<file path="config.mk">
export PLATFORM = sky130hd
export DESIGN_NAME = red_ctrl_seq_flat
export DESIGN_NICKNAME = d
export VERILOG_FILES = /design/src/rtl/red_ctrl_seq_if.sv /design/src/rtl/red_ctrl_seq.sv /design/src/flat_wrapper.sv
export SDC_FILE = /design/constraint.sdc
export NUM_CORES = 1
export LEC_CHECK = 0
export BUFFER_PORTS_ARGS = -buffer_cell sky130_fd_sc_hd__buf_2
export CORE_UTILIZATION = 45
export DETAILED_ROUTE_END_ITERATION = 12
export MAX_ROUTING_LAYER = met4
export PLACE_DENSITY = 0.8
export SLEW_MARGIN = 20
export SYNTH_ARGS = -nofsm -noshare
export SYNTH_HDL_FRONTEND = slang
export SYNTH_SLANG_ARGS = --single-unit
</file>
<file path="constraint.sdc">
create_clock -name clk -period 8.5 [get_ports clk]
set_clock_uncertainty 0.2 [all_clocks]
set_input_delay 0.85 -clock clk [delete_from_list [all_inputs] [get_ports clk]]
set_output_delay 0.85 -clock clk [all_outputs]
set_load 0.005 [all_outputs]
</file>
<file path="src/rtl/red_ctrl_seq_if.sv">
// Instruction fetch bus between red_ctrl_seq (master) and the instruction
// memory (slave). The master holds req/addr stable until the slave returns
// valid together with the instruction word.
interface red_ctrl_seq_if #(
   parameter int DATA_WIDTH = 32,
   parameter int PC_WIDTH   = 32
);
   logic                  instr_req;
   logic [PC_WIDTH-1:0]   instr_addr;
   logic                  instr_valid;
   logic [DATA_WIDTH-1:0] instr;

   modport master (
      output instr_req,
      output instr_addr,
      input  instr_valid,
      input  instr
   );

   modport slave (
      input  instr_req,
      input  instr_addr,
      output instr_valid,
      output instr
   );
endinterface

</file>
<file path="src/rtl/red_ctrl_seq.sv">
// Control sequencer for the reduced RISC-V register/ALU datapath.
// Fetches over red_ctrl_seq_if, decodes addi/add/sub/beq/bne, resolves
// branches from EQ and halts on ebreak or any unsupported encoding.
// Optional retired-instruction counter: define RED_PERF_CNT_EN.
//
// state   | meaning
// --------+-----------------------------------------------------------
// S_IDLE  | waiting for run after reset
// S_FETCH | instr_req high at PC, waiting for instr_valid
// S_EXEC  | one cycle; decode drives datapath, PC/regfile update at end
// S_HALT  | stopped (ebreak or illegal); left only through reset
module red_ctrl_seq #(
   parameter int                 DATA_WIDTH    = 32,
   parameter int                 ADDRESS_WIDTH = 5,
   parameter int                 ALUctrl_WIDTH = 3,
   parameter int                 PC_WIDTH      = 32,
   parameter logic [PC_WIDTH-1:0] RESET_PC     = '0
) (
   input  logic                     clk,
   input  logic                     rst_n,
   input  logic                     run,
   red_ctrl_seq_if.master           fetch,
   input  logic                     EQ,
   output logic [DATA_WIDTH-1:0]    ImmOp,
   output logic                     RegWrite,
   output logic [ALUctrl_WIDTH-1:0] ALUctrl,
   output logic                     ALUsrc,
   output logic [ADDRESS_WIDTH-1:0] rs1,
   output logic [ADDRESS_WIDTH-1:0] rs2,
   output logic [ADDRESS_WIDTH-1:0] rd,
   output logic                     halt,
   output logic                     illegal,
   output logic [31:0]              retired
);

   typedef enum logic [1:0] {S_IDLE, S_FETCH, S_EXEC, S_HALT} state_t;
   typedef enum logic [2:0] {OP_ADDI, OP_ADD, OP_SUB, OP_BEQ, OP_BNE, OP_EBREAK, OP_ILL} op_t;

   state_t                state;
   logic [PC_WIDTH-1:0]   pc;
   logic [DATA_WIDTH-1:0] ir;
   op_t                   op;
   logic [DATA_WIDTH-1:0] imm_i;
   logic [DATA_WIDTH-1:0] imm_b;
   logic                  br_taken;
   logic [PC_WIDTH-1:0]   pc_next;

   logic [6:0] opcode;
   logic [2:0] funct3;
   logic [6:0] funct7;

   assign opcode = ir[6:0];
   assign funct3 = ir[14:12];
   assign funct7 = ir[31:25];

   assign imm_i = {{(DATA_WIDTH-12){ir[31]}}, ir[31:20]};
   assign imm_b = {{(DATA_WIDTH-13){ir[31]}}, ir[31], ir[7], ir[30:25], ir[11:8], 1'b0};

   assign fetch.instr_req  = (state == S_FETCH);
   assign fetch.instr_addr = pc;

   // Classify the latched instruction; anything not recognised is illegal.
   always_comb begin
      op = OP_ILL;
      if (ir == DATA_WIDTH'(32'h0010_0073)) begin
         op = OP_EBREAK;
      end else begin
         case (opcode)
            7'b0010011: if (funct3 == 3'b000) op = OP_ADDI;
            7'b0110011: begin
               if (funct3 == 3'b000 && funct7 == 7'b0000000)      op = OP_ADD;
               else if (funct3 == 3'b000 && funct7 == 7'b0100000) op = OP_SUB;
            end
            7'b1100011: begin
               if (funct3 == 3'b000)      op = OP_BEQ;
               else if (funct3 == 3'b001) op = OP_BNE;
            end
            default: op = OP_ILL;
         endcase
      end
   end

   // Datapath controls, live only in EXEC; everything else sees zeros.
   always_comb begin
      ImmOp    = '0;
      RegWrite = 1'b0;
      ALUctrl  = '0;
      ALUsrc   = 1'b0;
      rs1      = '0;
      rs2      = '0;
      rd       = '0;
      if (state == S_EXEC) begin
         case (op)
            OP_ADDI: begin
               ImmOp    = imm_i;
               RegWrite = 1'b1;
               ALUsrc   = 1'b1;
               rs1      = ADDRESS_WIDTH'(ir[19:15]);
               rd       = ADDRESS_WIDTH'(ir[11:7]);
            end
            OP_ADD, OP_SUB: begin
               RegWrite = 1'b1;
               ALUctrl  = (op == OP_SUB) ? ALUctrl_WIDTH'(1) : '0;
               rs1      = ADDRESS_WIDTH'(ir[19:15]);
               rs2      = ADDRESS_WIDTH'(ir[24:20]);
               rd       = ADDRESS_WIDTH'(ir[11:7]);
            end
            OP_BEQ, OP_BNE: begin
               ImmOp    = imm_b;
               ALUctrl  = ALUctrl_WIDTH'(1);
               rs1      = ADDRESS_WIDTH'(ir[19:15]);
               rs2      = ADDRESS_WIDTH'(ir[24:20]);
            end
            default: ;
         endcase
      end
   end

   // Next PC: branch target when taken, else sequential; wraps naturally.
   always_comb begin
      br_taken = ((op == OP_BEQ) && EQ) || ((op == OP_BNE) && !EQ);
      pc_next  = br_taken ? (pc + PC_WIDTH'(signed'(imm_b))) : (pc + PC_WIDTH'(4));
   end

   // Sequencer FSM: fetch, execute, halt; PC/IR/status are all registered here.
   always_ff @(posedge clk or negedge rst_n) begin
      if (!rst_n) begin
         state   <= S_IDLE;
         pc      <= RESET_PC;
         ir      <= '0;
         halt    <= 1'b0;
         illegal <= 1'b0;
      end else begin
         case (state)
            S_IDLE: begin
               if (run) state <= S_FETCH;
            end
            S_FETCH: begin
               if (fetch.instr_valid) begin
                  ir    <= fetch.instr;
                  state <= S_EXEC;
               end
            end
            S_EXEC: begin
               if (op == OP_EBREAK) begin
                  halt  <= 1'b1;
                  state <= S_HALT;
               end else if (op == OP_ILL) begin
                  halt    <= 1'b1;
                  illegal <= 1'b1;
                  state   <= S_HALT;
               end else begin
                  pc    <= pc_next;
                  state <= S_FETCH;
               end
            end
            S_HALT: begin
               halt <= 1'b1;
            end
            default: state <= S_IDLE;
         endcase
      end
   end

`ifdef RED_PERF_CNT_EN
   // Count every legal non-ebreak instruction as it leaves EXEC.
   always_ff @(posedge clk or negedge rst_n) begin
      if (!rst_n) begin
         retired <= '0;
      end else if (state == S_EXEC && op != OP_EBREAK && op != OP_ILL) begin
         retired <= retired + 32'd1;
      end
   end
`else
   assign retired = '0;
`endif

endmodule

</file>
<file path="src/flat_wrapper.sv">
// flat-port wrapper written by rule: the top's interface ports become plain ports
module red_ctrl_seq_flat 
#(
   parameter int                 DATA_WIDTH    = 32,
   parameter int                 ADDRESS_WIDTH = 5,
   parameter int                 ALUctrl_WIDTH = 3,
   parameter int                 PC_WIDTH      = 32,
   parameter logic [PC_WIDTH-1:0] RESET_PC     = '0
)
  (clk, rst_n, run, EQ, ImmOp, RegWrite, ALUctrl, ALUsrc, rs1, rs2, rd, halt, illegal, retired, fetch_instr_req, fetch_instr_addr, fetch_instr_valid, fetch_instr);
  red_ctrl_seq_if #(.DATA_WIDTH(DATA_WIDTH), .PC_WIDTH(PC_WIDTH)) fetch_i ();
  input  logic clk;
  input  logic rst_n;
  input  logic run;
  input  logic EQ;
  output logic [DATA_WIDTH-1:0] ImmOp;
  output logic RegWrite;
  output logic [ALUctrl_WIDTH-1:0] ALUctrl;
  output logic ALUsrc;
  output logic [ADDRESS_WIDTH-1:0] rs1;
  output logic [ADDRESS_WIDTH-1:0] rs2;
  output logic [ADDRESS_WIDTH-1:0] rd;
  output logic halt;
  output logic illegal;
  output logic [31:0] retired;
  output wire logic [$bits(fetch_i.instr_req)-1:0] fetch_instr_req;
  output wire logic [$bits(fetch_i.instr_addr)-1:0] fetch_instr_addr;
  input wire logic [$bits(fetch_i.instr_valid)-1:0] fetch_instr_valid;
  input wire logic [$bits(fetch_i.instr)-1:0] fetch_instr;
  assign fetch_instr_req = fetch_i.instr_req;
  assign fetch_instr_addr = fetch_i.instr_addr;
  assign fetch_i.instr_valid = fetch_instr_valid;
  assign fetch_i.instr = fetch_instr;
  red_ctrl_seq #(.DATA_WIDTH(DATA_WIDTH), .ADDRESS_WIDTH(ADDRESS_WIDTH), .ALUctrl_WIDTH(ALUctrl_WIDTH), .PC_WIDTH(PC_WIDTH), .RESET_PC(RESET_PC)) u_core (.clk(clk), .rst_n(rst_n), .run(run), .fetch(fetch_i), .EQ(EQ), .ImmOp(ImmOp), .RegWrite(RegWrite), .ALUctrl(ALUctrl), .ALUsrc(ALUsrc), .rs1(rs1), .rs2(rs2), .rd(rd), .halt(halt), .illegal(illegal), .retired(retired));
endmodule
</file>
==> metrics <==
outcome=completed; Setup TNS=0 ns; WL final=16,200 um; peak supply drop=0.000166 V; XOR/XNOR Fraction of Synth Area=0.0362; Post-synth ARST share=1.00; Critical Path RT=7.45 ns; vias in the first global route=5,185; # rows=just over 40; GR Overflow Total=0; Inst Count DP=approximately 940; most frequent cells in the layout=120 x buf_2, 69 x a21oi_1, 67 x dfrtp_1; simple-gate share of the synthesized area=0.214; final core occ=0.527; maximum fanout along the worst path=7; Setup CP Type=flip-flop to primary output; Post-synth EDFFs=0; synthesis-stage register bit count=67; die height=116 um; clock latency on the worst-skew pair=0.35 ns; Synth warnings=0; power density over cell area=118 nW/um^2; Max clock buf depth=2; Main synth FF type=dfrtp_1; DRT Pass-1 Iters=5; final setup violating endpoints=0; crit path cell chain=nor4_2, a21boi_0, o21a_1, nor3_2, nand2_1, nor3_2, a22o_1, buf_2; nets=857; Residual DRC=0; Critical Path Start Type=flip-flop; Syn Inst Count=slightly below 700; Mean Syn Cell Area=between 8 and 9 um^2; TritonCTS Buffers=9; io pins=156; min Tclk post-route=roughly 3.7 ns; share of cells above drive strength 1=0.242; DR vias=5,476; H-tree depth=3; Seq pwr share=0.419; post-cts sizing count=0; CTS tree=done; Switching Share=0.237; worst-margin pin slew=between 1 and 1.5 ns; adder-cell share of the synthesized area=0.0809; I/O Buffers=120; cell family with most CP delay=simple AND/OR/NAND/NOR gates; Horiz. Die Dim=between 100 and 150 um; DRT iter0 DRCs=a little over 400; DRT antenna net count=0; post-synthesis compound-gate area fraction=0.214; Hold Fails Final Rpt=0; internal power=596 uW; CTS clk-pin slew, worst paths=0.06 ns; # fillers=1,267; Initial Utilization=0.461; cell mode on critical path=nor3_2; Overall Power=781 uW; initial antenna violation count=1; clock network power share=0.532; max-cap viol count=0; synth-to-layout area growth=14.3%; WL/cell=16.9 um; core area=12,600 um^2; cts hold-fix bufs=0; Net Sw Power=185 uW; Worst Hold Class=flip-flop to flip-flop; gpl congestion=0.958; post-CTS setup buffers=0; commonest non-fill, non-tap cell in the layout=buf_2; Final Non-Filler Cells=961; Final HPWL DP=about 12,000 um; largest net degree at the start of global routing=between 60 and 70; crit path DAT=2.64 ns; relative slew slack=0.290; final period utilization=0.434; combinational share of power=0.049; Die ar.=13,400 um^2; CP Capture Type=primary output; unrepaired setup endpoints after global routing=no; Mapped Area=5810 um^2; GRT Overall Usage=0.263; multiplexer share of the synthesized area=0.0672; sequential area share after synthesis=0.288; clock root buffer=clkbuf_16; synth unique cells=between 60 and 70; delay of the slowest critical-path stage=0.43 ns; slowest CP cell=nor3_2; largest family of logic cells by synthesized area=compound AO/OA/AOI/OAI gates; leakage power=3.41 nW; Worst Path Buf+Inv=1; Final Max Tran Viols=0; Fmax=0.271 GHz; first-pass GRT wire length=26,300 um; clk sinks=67; vias per cell=5.70
## final cells by class
type	count	area, um^2	area share
Timing Repair Buffer	127	653	0.0983
Multi-Input combinational cell	558	3700	0.556
Clock buffer	9	225	0.0339
Sequential cell	67	1680	0.252
Inverter	20	75.1	0.0113
Tap cell	172	215	0.0324
Clock inverter	7	100	0.0151
Antenna cell	1	2.50	0.000377
## sequential cells by signal, summed over array words and instances (netlist names)
register and flops:
u_core.halt 1, u_core.fetch.instr_addr 31, u_core.ir 32, u_core.illegal 1, u_core.state 2
## worst register-to-register path, cell delays in order, from the launching register on
cell	delay, ns
dfrtp_1	0.42
inv_1	0.12
ha_1	0.44
nand3_1	0.27
o2bb2ai_2	0.61
nand2_1	0.46
or3_1	0.43
a21o_1	0.18
o2111ai_1	0.08
## metal layers
layer | part of all wire | wire [um] | global-route usage | vias up
met5 | 0 | 0 | - | -
met4 | 0.017 | 270 | 0.0803 | 0
met3 | 0.074 | 1200 | 0.0727 | 26
met2 | 0.48 | 7740 | 0.420 | 232
met1 | 0.43 | 7020 | 0.324 | 2588
li1 | - | - | - | 2630
## cell families after synthesis
group	Yosys count
buf+inv	95
flops	67
mux	35
compound gates	200
fa+ha+maj	37
other cells	1
xor+xnor	24
simple gates	227
## cell usage after synthesis, types with 8 or more instances
library cell,instances,share of area
a21o_1,18,0.023
a21oi_1,69,0.059
a31oi_1,10,0.011
and2_1,22,0.024
and3_1,16,0.017
buf_4,55,0.071
clkbuf_1,10,0.0065
dfrtp_1,67,0.29
ha_1,36,0.078
inv_1,20,0.013
mux2_2,32,0.062
nand2_1,45,0.029
nand3_1,27,0.023
nor2_1,37,0.024
nor3_1,14,0.012
nor4_1,8,0.0086
o21ai_0,42,0.036
o22ai_1,9,0.0097
xnor2_1,11,0.017
xor2_1,13,0.020
## worst paths after layout
kind                                  from                           to  slack (ns)  cells after the start
setup / recovery             u_core.ir[25]                    ImmOp[11]        4.81                      8
hold / removal              u_core.illegal               u_core.illegal        0.26                      1
setup reg to reg           u_core.state[0]  u_core.fetch.instr_addr[31]        5.21                      8
hold reg to reg             u_core.illegal               u_core.illegal        0.26                      1
max in group asynchronous            rst_n  u_core.fetch.instr_addr[11]        7.03                      2
min in group asynchronous            rst_n                u_core.ir[17]        0.51                      2
## stage by stage
step	hold WS (ns)	setup WS, ns	area, um^2
global route	0.293	4.58	6650
detailed placement	0.242	5.22	6320
floorplan	0.251	5.48	5940
global placement	0.241	5.26	6320
CTS	0.259	4.83	6640
finish	0.256	4.81	6650
## power groups by stage
stage	clock, mW	combinational, mW	sequential (mW)
floorplan	0	0.0282	0.332
global placement	0	0.0372	0.333
detailed placement	0	0.0382	0.333
CTS	0.422	0.0384	0.327
global route	0.438	0.0443	0.328
finish	0.416	0.0382	0.327
No activity file was read; power rests on OpenSTA's default activity.
